--- config.mk ---
export PLATFORM = sky130hd
export DESIGN_NAME = dmem_port_arbiter_flat
export DESIGN_NICKNAME = d
export VERILOG_FILES = /design/src/rtl/dmem_port_arbiter_if.sv /design/src/rtl/dmem_port_arbiter.sv /design/src/flat_wrapper.sv
export SDC_FILE = /design/constraint.sdc
export NUM_CORES = 1
export LEC_CHECK = 0
export ABC_AREA = 1
export CORE_MARGIN = 4
export CORE_UTILIZATION = 48
export DETAILED_ROUTE_END_ITERATION = 8
export PLACE_DENSITY_LB_ADDON = 0.12
export SYNTH_ARGS = -nofsm -noshare
export SYNTH_HDL_FRONTEND = slang
export SYNTH_SLANG_ARGS = --single-unit
--- constraint.sdc ---
create_clock -name clk -period 2.9 [get_ports clk]
set_input_delay 0.58 -clock clk [delete_from_list [all_inputs] [get_ports clk]]
set_output_delay 0.58 -clock clk [all_outputs]
set_load 0.02 [all_outputs]
--- src/rtl/dmem_port_arbiter_if.sv ---
// Bus bundle for the data-memory port arbiter: two requester ports plus the
// memory-side strobes. The slave modport is the arbiter; the master modport
// is the environment (requesters and the memory returning read data).
interface dmem_port_arbiter_if #(
  parameter int ADDRESS_WIDTH = 32,
  parameter int DATA_WIDTH    = 32
);
  logic                     r0_req;
  logic                     r0_we;
  logic                     r0_be;
  logic [ADDRESS_WIDTH-1:0] r0_addr;
  logic [DATA_WIDTH-1:0]    r0_wdata;
  logic                     r0_gnt;
  logic                     r0_rvalid;
  logic [DATA_WIDTH-1:0]    r0_rdata;
  logic                     r0_err;

  logic                     r1_req;
  logic                     r1_we;
  logic                     r1_be;
  logic [ADDRESS_WIDTH-1:0] r1_addr;
  logic [DATA_WIDTH-1:0]    r1_wdata;
  logic                     r1_gnt;
  logic                     r1_rvalid;
  logic [DATA_WIDTH-1:0]    r1_rdata;
  logic                     r1_err;

  logic [ADDRESS_WIDTH-1:0] mem_addr;
  logic [DATA_WIDTH-1:0]    mem_wdata;
  logic                     mem_we;
  logic                     mem_re;
  logic                     mem_be;
  logic [DATA_WIDTH-1:0]    mem_rdata;

  modport slave (
    input  r0_req, r0_we, r0_be, r0_addr, r0_wdata,
    output r0_gnt, r0_rvalid, r0_rdata, r0_err,
    input  r1_req, r1_we, r1_be, r1_addr, r1_wdata,
    output r1_gnt, r1_rvalid, r1_rdata, r1_err,
    output mem_addr, mem_wdata, mem_we, mem_re, mem_be,
    input  mem_rdata
  );

  modport master (
    output r0_req, r0_we, r0_be, r0_addr, r0_wdata,
    input  r0_gnt, r0_rvalid, r0_rdata, r0_err,
    output r1_req, r1_we, r1_be, r1_addr, r1_wdata,
    input  r1_gnt, r1_rvalid, r1_rdata, r1_err,
    input  mem_addr, mem_wdata, mem_we, mem_re, mem_be,
    output mem_rdata
  );
endinterface

--- src/rtl/dmem_port_arbiter.sv ---
// Two-port arbiter in front of the single-port data memory.
// Port 0 = core load/store unit, port 1 = loader/debug port.
// One access in flight, 3 cycles per transaction: grant pulse, memory strobe
// cycle, response pulse. Out-of-range addresses never strobe the memory and
// are answered with err.
// Build option: define DMEM_ARB_FIXED_PRIO_EN for fixed priority (port 0 wins
// every tie); default is round-robin between the two ports.
module dmem_port_arbiter #(
  parameter int ADDRESS_WIDTH = 32,
  parameter int DATA_WIDTH    = 32,
  parameter int MEM_SIZE      = 1024
) (
  input logic               clk,
  input logic               rst,
  dmem_port_arbiter_if.slave bus
);
  // All outputs are registered, so the visible effect of each state shows up
  // one cycle after the state: gnt while in ACCESS, strobes while in RESP,
  // rvalid in the IDLE cycle that follows.
  localparam logic [1:0] IDLE   = 2'd0;
  localparam logic [1:0] ACCESS = 2'd1;
  localparam logic [1:0] RESP   = 2'd2;

  localparam logic [ADDRESS_WIDTH-1:0] ADDR_LIMIT = ADDRESS_WIDTH'(MEM_SIZE);

  logic [1:0]               req;
  logic [1:0]               we_in;
  logic [1:0]               be_in;
  logic [ADDRESS_WIDTH-1:0] addr_in [2];
  logic [DATA_WIDTH-1:0]    wdata_in [2];
  logic                     winner;

  logic [1:0]               state_reg;
  logic                     owner_reg;
  logic                     we_reg;
  logic                     be_reg;
  logic [ADDRESS_WIDTH-1:0] addr_reg;
  logic [DATA_WIDTH-1:0]    wdata_reg;
  logic                     in_range;

  logic [1:0]               gnt_reg;
  logic [1:0]               rvalid_reg;
  logic [1:0]               err_reg;
  logic [ADDRESS_WIDTH-1:0] mem_addr_reg;
  logic [DATA_WIDTH-1:0]    mem_wdata_reg;
  logic                     mem_we_reg;
  logic                     mem_re_reg;
  logic                     mem_be_reg;

  assign req         = {bus.r1_req, bus.r0_req};
  assign we_in       = {bus.r1_we, bus.r0_we};
  assign be_in       = {bus.r1_be, bus.r0_be};
  assign addr_in[0]  = bus.r0_addr;
  assign addr_in[1]  = bus.r1_addr;
  assign wdata_in[0] = bus.r0_wdata;
  assign wdata_in[1] = bus.r1_wdata;

  assign in_range = (addr_reg < ADDR_LIMIT);

`ifdef DMEM_ARB_FIXED_PRIO_EN
  // Port 0 wins whenever it is requesting.
  assign winner = ~req[0];
`else
  logic last_winner_reg;

  // On a tie the port that did not win last time goes first.
  assign winner = (&req) ? ~last_winner_reg : ~req[0];

  // Track the most recent grant; reset favours port 0 for the first tie.
  always_ff @(posedge clk or negedge rst) begin
    if (!rst) begin
      last_winner_reg <= 1'b1;
    end else if (state_reg == IDLE && |req) begin
      last_winner_reg <= winner;
    end
  end
`endif

  // Transaction sequencer: arbitrate and latch, strobe memory, report back.
  always_ff @(posedge clk or negedge rst) begin
    if (!rst) begin
      state_reg     <= IDLE;
      owner_reg     <= 1'b0;
      we_reg        <= 1'b0;
      be_reg        <= 1'b0;
      addr_reg      <= '0;
      wdata_reg     <= '0;
      gnt_reg       <= 2'b00;
      rvalid_reg    <= 2'b00;
      err_reg       <= 2'b00;
      mem_addr_reg  <= '0;
      mem_wdata_reg <= '0;
      mem_we_reg    <= 1'b0;
      mem_re_reg    <= 1'b0;
      mem_be_reg    <= 1'b0;
    end else begin
      gnt_reg    <= 2'b00;
      rvalid_reg <= 2'b00;
      err_reg    <= 2'b00;
      mem_we_reg <= 1'b0;
      mem_re_reg <= 1'b0;
      mem_be_reg <= 1'b0;
      case (state_reg)
        IDLE: begin
          if (|req) begin
            gnt_reg   <= winner ? 2'b10 : 2'b01;
            owner_reg <= winner;
            we_reg    <= we_in[winner];
            be_reg    <= be_in[winner];
            addr_reg  <= addr_in[winner];
            wdata_reg <= wdata_in[winner];
            state_reg <= ACCESS;
          end
        end
        ACCESS: begin
          // Address and data always follow the latch; strobes only when legal.
          mem_addr_reg  <= addr_reg;
          mem_wdata_reg <= wdata_reg;
          mem_be_reg    <= be_reg;
          mem_we_reg    <= in_range & we_reg;
          mem_re_reg    <= in_range & ~we_reg;
          state_reg     <= RESP;
        end
        RESP: begin
          rvalid_reg <= owner_reg ? 2'b10 : 2'b01;
          err_reg    <= in_range ? 2'b00 : (owner_reg ? 2'b10 : 2'b01);
          state_reg  <= IDLE;
        end
        default: begin
          state_reg <= IDLE;
        end
      endcase
    end
  end

  genvar gi;
  generate
    for (gi = 0; gi < 2; gi++) begin : g_port
      logic [DATA_WIDTH-1:0] rdata_reg;

      // Capture the owner's result during the strobe cycle; the other port holds.
      always_ff @(posedge clk or negedge rst) begin
        if (!rst) begin
          rdata_reg <= '0;
        end else if (state_reg == RESP && owner_reg == 1'(gi)) begin
          rdata_reg <= (in_range && !we_reg) ? bus.mem_rdata : '0;
        end
      end
    end
  endgenerate

  assign bus.r0_gnt    = gnt_reg[0];
  assign bus.r1_gnt    = gnt_reg[1];
  assign bus.r0_rvalid = rvalid_reg[0];
  assign bus.r1_rvalid = rvalid_reg[1];
  assign bus.r0_err    = err_reg[0];
  assign bus.r1_err    = err_reg[1];
  assign bus.r0_rdata  = g_port[0].rdata_reg;
  assign bus.r1_rdata  = g_port[1].rdata_reg;
  assign bus.mem_addr  = mem_addr_reg;
  assign bus.mem_wdata = mem_wdata_reg;
  assign bus.mem_we    = mem_we_reg;
  assign bus.mem_re    = mem_re_reg;
  assign bus.mem_be    = mem_be_reg;
endmodule

--- src/flat_wrapper.sv ---
// flat-port wrapper written by rule: the top's interface ports become plain ports
module dmem_port_arbiter_flat 
#(
  parameter int ADDRESS_WIDTH = 32,
  parameter int DATA_WIDTH    = 32,
  parameter int MEM_SIZE      = 1024
)
  (clk, rst, bus_r0_req, bus_r0_we, bus_r0_be, bus_r0_addr, bus_r0_wdata, bus_r0_gnt, bus_r0_rvalid, bus_r0_rdata, bus_r0_err, bus_r1_req, bus_r1_we, bus_r1_be, bus_r1_addr, bus_r1_wdata, bus_r1_gnt, bus_r1_rvalid, bus_r1_rdata, bus_r1_err, bus_mem_addr, bus_mem_wdata, bus_mem_we, bus_mem_re, bus_mem_be, bus_mem_rdata);
  dmem_port_arbiter_if #(.ADDRESS_WIDTH(ADDRESS_WIDTH), .DATA_WIDTH(DATA_WIDTH)) bus_i ();
  input logic clk;
  input logic rst;
  input wire logic [$bits(bus_i.r0_req)-1:0] bus_r0_req;
  input wire logic [$bits(bus_i.r0_we)-1:0] bus_r0_we;
  input wire logic [$bits(bus_i.r0_be)-1:0] bus_r0_be;
  input wire logic [$bits(bus_i.r0_addr)-1:0] bus_r0_addr;
  input wire logic [$bits(bus_i.r0_wdata)-1:0] bus_r0_wdata;
  output wire logic [$bits(bus_i.r0_gnt)-1:0] bus_r0_gnt;
  output wire logic [$bits(bus_i.r0_rvalid)-1:0] bus_r0_rvalid;
  output wire logic [$bits(bus_i.r0_rdata)-1:0] bus_r0_rdata;
  output wire logic [$bits(bus_i.r0_err)-1:0] bus_r0_err;
  input wire logic [$bits(bus_i.r1_req)-1:0] bus_r1_req;
  input wire logic [$bits(bus_i.r1_we)-1:0] bus_r1_we;
  input wire logic [$bits(bus_i.r1_be)-1:0] bus_r1_be;
  input wire logic [$bits(bus_i.r1_addr)-1:0] bus_r1_addr;
  input wire logic [$bits(bus_i.r1_wdata)-1:0] bus_r1_wdata;
  output wire logic [$bits(bus_i.r1_gnt)-1:0] bus_r1_gnt;
  output wire logic [$bits(bus_i.r1_rvalid)-1:0] bus_r1_rvalid;
  output wire logic [$bits(bus_i.r1_rdata)-1:0] bus_r1_rdata;
  output wire logic [$bits(bus_i.r1_err)-1:0] bus_r1_err;
  output wire logic [$bits(bus_i.mem_addr)-1:0] bus_mem_addr;
  output wire logic [$bits(bus_i.mem_wdata)-1:0] bus_mem_wdata;
  output wire logic [$bits(bus_i.mem_we)-1:0] bus_mem_we;
  output wire logic [$bits(bus_i.mem_re)-1:0] bus_mem_re;
  output wire logic [$bits(bus_i.mem_be)-1:0] bus_mem_be;
  input wire logic [$bits(bus_i.mem_rdata)-1:0] bus_mem_rdata;
  assign bus_i.r0_req = bus_r0_req;
  assign bus_i.r0_we = bus_r0_we;
  assign bus_i.r0_be = bus_r0_be;
  assign bus_i.r0_addr = bus_r0_addr;
  assign bus_i.r0_wdata = bus_r0_wdata;
  assign bus_r0_gnt = bus_i.r0_gnt;
  assign bus_r0_rvalid = bus_i.r0_rvalid;
  assign bus_r0_rdata = bus_i.r0_rdata;
  assign bus_r0_err = bus_i.r0_err;
  assign bus_i.r1_req = bus_r1_req;
  assign bus_i.r1_we = bus_r1_we;
  assign bus_i.r1_be = bus_r1_be;
  assign bus_i.r1_addr = bus_r1_addr;
  assign bus_i.r1_wdata = bus_r1_wdata;
  assign bus_r1_gnt = bus_i.r1_gnt;
  assign bus_r1_rvalid = bus_i.r1_rvalid;
  assign bus_r1_rdata = bus_i.r1_rdata;
  assign bus_r1_err = bus_i.r1_err;
  assign bus_mem_addr = bus_i.mem_addr;
  assign bus_mem_wdata = bus_i.mem_wdata;
  assign bus_mem_we = bus_i.mem_we;
  assign bus_mem_re = bus_i.mem_re;
  assign bus_mem_be = bus_i.mem_be;
  assign bus_i.mem_rdata = bus_mem_rdata;
  dmem_port_arbiter #(.ADDRESS_WIDTH(ADDRESS_WIDTH), .DATA_WIDTH(DATA_WIDTH), .MEM_SIZE(MEM_SIZE)) u_core (.clk(clk), .rst(rst), .bus(bus_i));
endmodule
==> results.toml <==
[status]
outcome = "finished, final reports clean"

[synth]
avgSynthCellArea_um2 = 9.29
synth_cell_types = 19
yosysSeqAreaShare = 0.613
synth_top_cell_by_area = "dfrtp_1"
netlist.area_leader.share = 0.610
synthCells = 910
synth_top_cells_by_area = "dfrtp_1, nand2_1, o22ai_1"
ys_warn_count = 0
synth_seq_cells = 207
synth_area_mm2 = 0.00846
synth_nets = 1078

[setup_path]
cpMaxStageDelayCell = "clkdlybuf4s50_1"
crit_type = "reg -> out"
r2r_slack_ns = 1.14
end_kind = "output pin"
cp.arrival_ns = 1.54
crit_chain = "clkdlybuf4s50_1"
critPathTopFamily = "buffers and inverters"
worstReg2RegEnd = "u_core.bus.r1_rdata[28]"
reg2reg_from = "u_core.addr_reg[10]"
crit_path_max_fanout = 2
required_ns = 2.32
critPathMaxStageDelay_ns = 0.63
cp-start-kind = "flip-flop"
rr_worst_depth = 8
crit_buf_inv = 1

[placement]
placed_cells = 1386
io_buffers = 304
gp_congestion = 0.805
post-place-ws_ns = 0.743
hpwl_um = 16300
place_area_mm2 = 0.0116

[detailed_routing]
drtIter0Drc = 441
postRouteAntennaNets = 0
drt_wl_total_um = 24100
vias = 7374
drc = 0
wl_per_cell_um = 16.9
dr.pass1.iters = 4
via_per_inst = 5.18

[min_path]
hp-class = "in -> async"

[clocking]
clk_path_buf_depth = 3
tritoncts = "built"
cts-root-buf = "clkbuf_16"
clock-sinks = 207
hold_buffers = 0
post_cts_buffers = 0
cts_repair_resize_count = 0
clk_pin_slew_worst_paths_ns = 0.06
cts_max_level = 1
insertion_delay_ns = 0.50
cts_buffers = 22

[power_and_ir_drop]
total_power_mw = 12.1
power.density_mw_per_mm2 = 985
peakVddDrop_mv = 0.568
p_leak_nw = 5.69

[timing]
rsz0062_at_grt = "no"
slew_headroom = 0.567
timing_max_transition_violations_final = 0
setup_viol_count_final = 0
timing.final.crit_share = 0.731
hold_violations = 0
fin_ws_ns = 0.779
fmax_mhz = 471
fin_skew_ns = 0.00551
tightest_slew_ns = 0.649
setup_tns_ns = 0
finalCriticalPeriod_ns = 2.12

[finish]
most-common-layout-cells = "clkdlybuf4s50_1, dfrtp_1, nand2_1, nor2_1, o21ai_0"
multiInputGateArea_mm2 = 0.00263
fin_nets = 1353
filler_cell_count = 1359
final_common_cell = "clkdlybuf4s50_1"
final_cells = 1424
area_growth_pct = 45.5
drive_gt1_frac = 0.0609
fin_area_mm2 = 0.0123
register_area_mm2 = 0.00518

[die]
dieArea_mm2 = 0.0198
rows = 48
core_mm2 = 0.0173
die_h_um = 141
num_io_pins = 305
fp.dieW_um = 141
initial_core_util = 0.489

[global_route]
grt_pass1_vias = 7221
overflow = 0
track_usage = 0.237
antenna_found_initial = 1
grt_pass1_wl_um = 38100
grt_max_degree = 89

[job]
maxCapViolations = 0
-- per-stage QoR --
step / hold WS (ns) / util
after detailed placement: 0.453 / 0.671
after CTS: 0.134 / 0.711
after global routing: 0.152 / 0.711
after global placement: 0.444 / 0.671
after floorplan: 0.284 / -
final: 0.0854 / 0.711
-- cell type report --
cell class,instances,area share
Tap cell,225,0.0229
Clock buffer,31,0.0525
Timing Repair Buffer,319,0.261
Antenna cell,1,0.000203
Clock inverter,6,0.00448
Inverter,79,0.0242
Sequential cell,207,0.421
Multi-Input combinational cell,556,0.214
-- cells by family after synthesis --
group | share of synthesized area
and+or+nand+nor | 0.181
DFF | 0.613
AOI/OAI and AO/OA | 0.128
buffers and inverters | 0.0780
-- synth_stat cells, drive strengths merged --
cell    instances
clkbuf         22
nor3            2
o21ai         132
o22ai          66
buf            46
a21oi           1
nand2         206
nand4          64
dfstp           1
inv            79
dfrtp         206
nor2           85
-- layer usage --
| metal | share of wire | global-route usage | vias up |
|---|---|---|---|
| li1 | - | - | 3571 |
| met1 | 0.40 | 0.307 | 3444 |
| met2 | 0.47 | 0.391 | 313 |
| met3 | 0.096 | 0.0658 | 46 |
| met4 | 0.031 | 0.0729 | 0 |
| met5 | 0 | 0 | - |
-- worst reg2reg max path, stage by stage, from the launching register on --
cell and delay, ns:
dfrtp_1 0.38, nor2_1 0.10, nand2_1 0.09, nor2_1 0.09
nand2_1 0.10, nor2_4 0.10, buf_4 0.52, nand4_1 0.22
nand2_1 0.11
-- worst max-delay path by stage --
stage	from	endpoint	slack, ns	depth (start not counted)
floorplan	bus_r1_req	u_core.wdata_reg[14]	1.48	6
global placement	bus_r1_req	u_core.addr_reg[9]	0.78	6
detailed placement	bus_r1_req	u_core.addr_reg[20]	0.74	6
CTS	u_core.bus.mem_wdata[10]	bus_mem_wdata[10]	0.75	1
global route	u_core.bus.mem_wdata[10]	bus_mem_wdata[10]	0.74	1
finish	u_core.bus.mem_wdata[10]	bus_mem_wdata[10]	0.78	1
-- where the power goes --
part           leakage, nW  internal, mW  switching (mW)
clock network        0.351          1.63            1.11
registers             2.66          3.98           0.482
logic                 2.67          2.00            2.93
total                 5.69          7.60            4.52
Power figures use the tool's default switching activity.
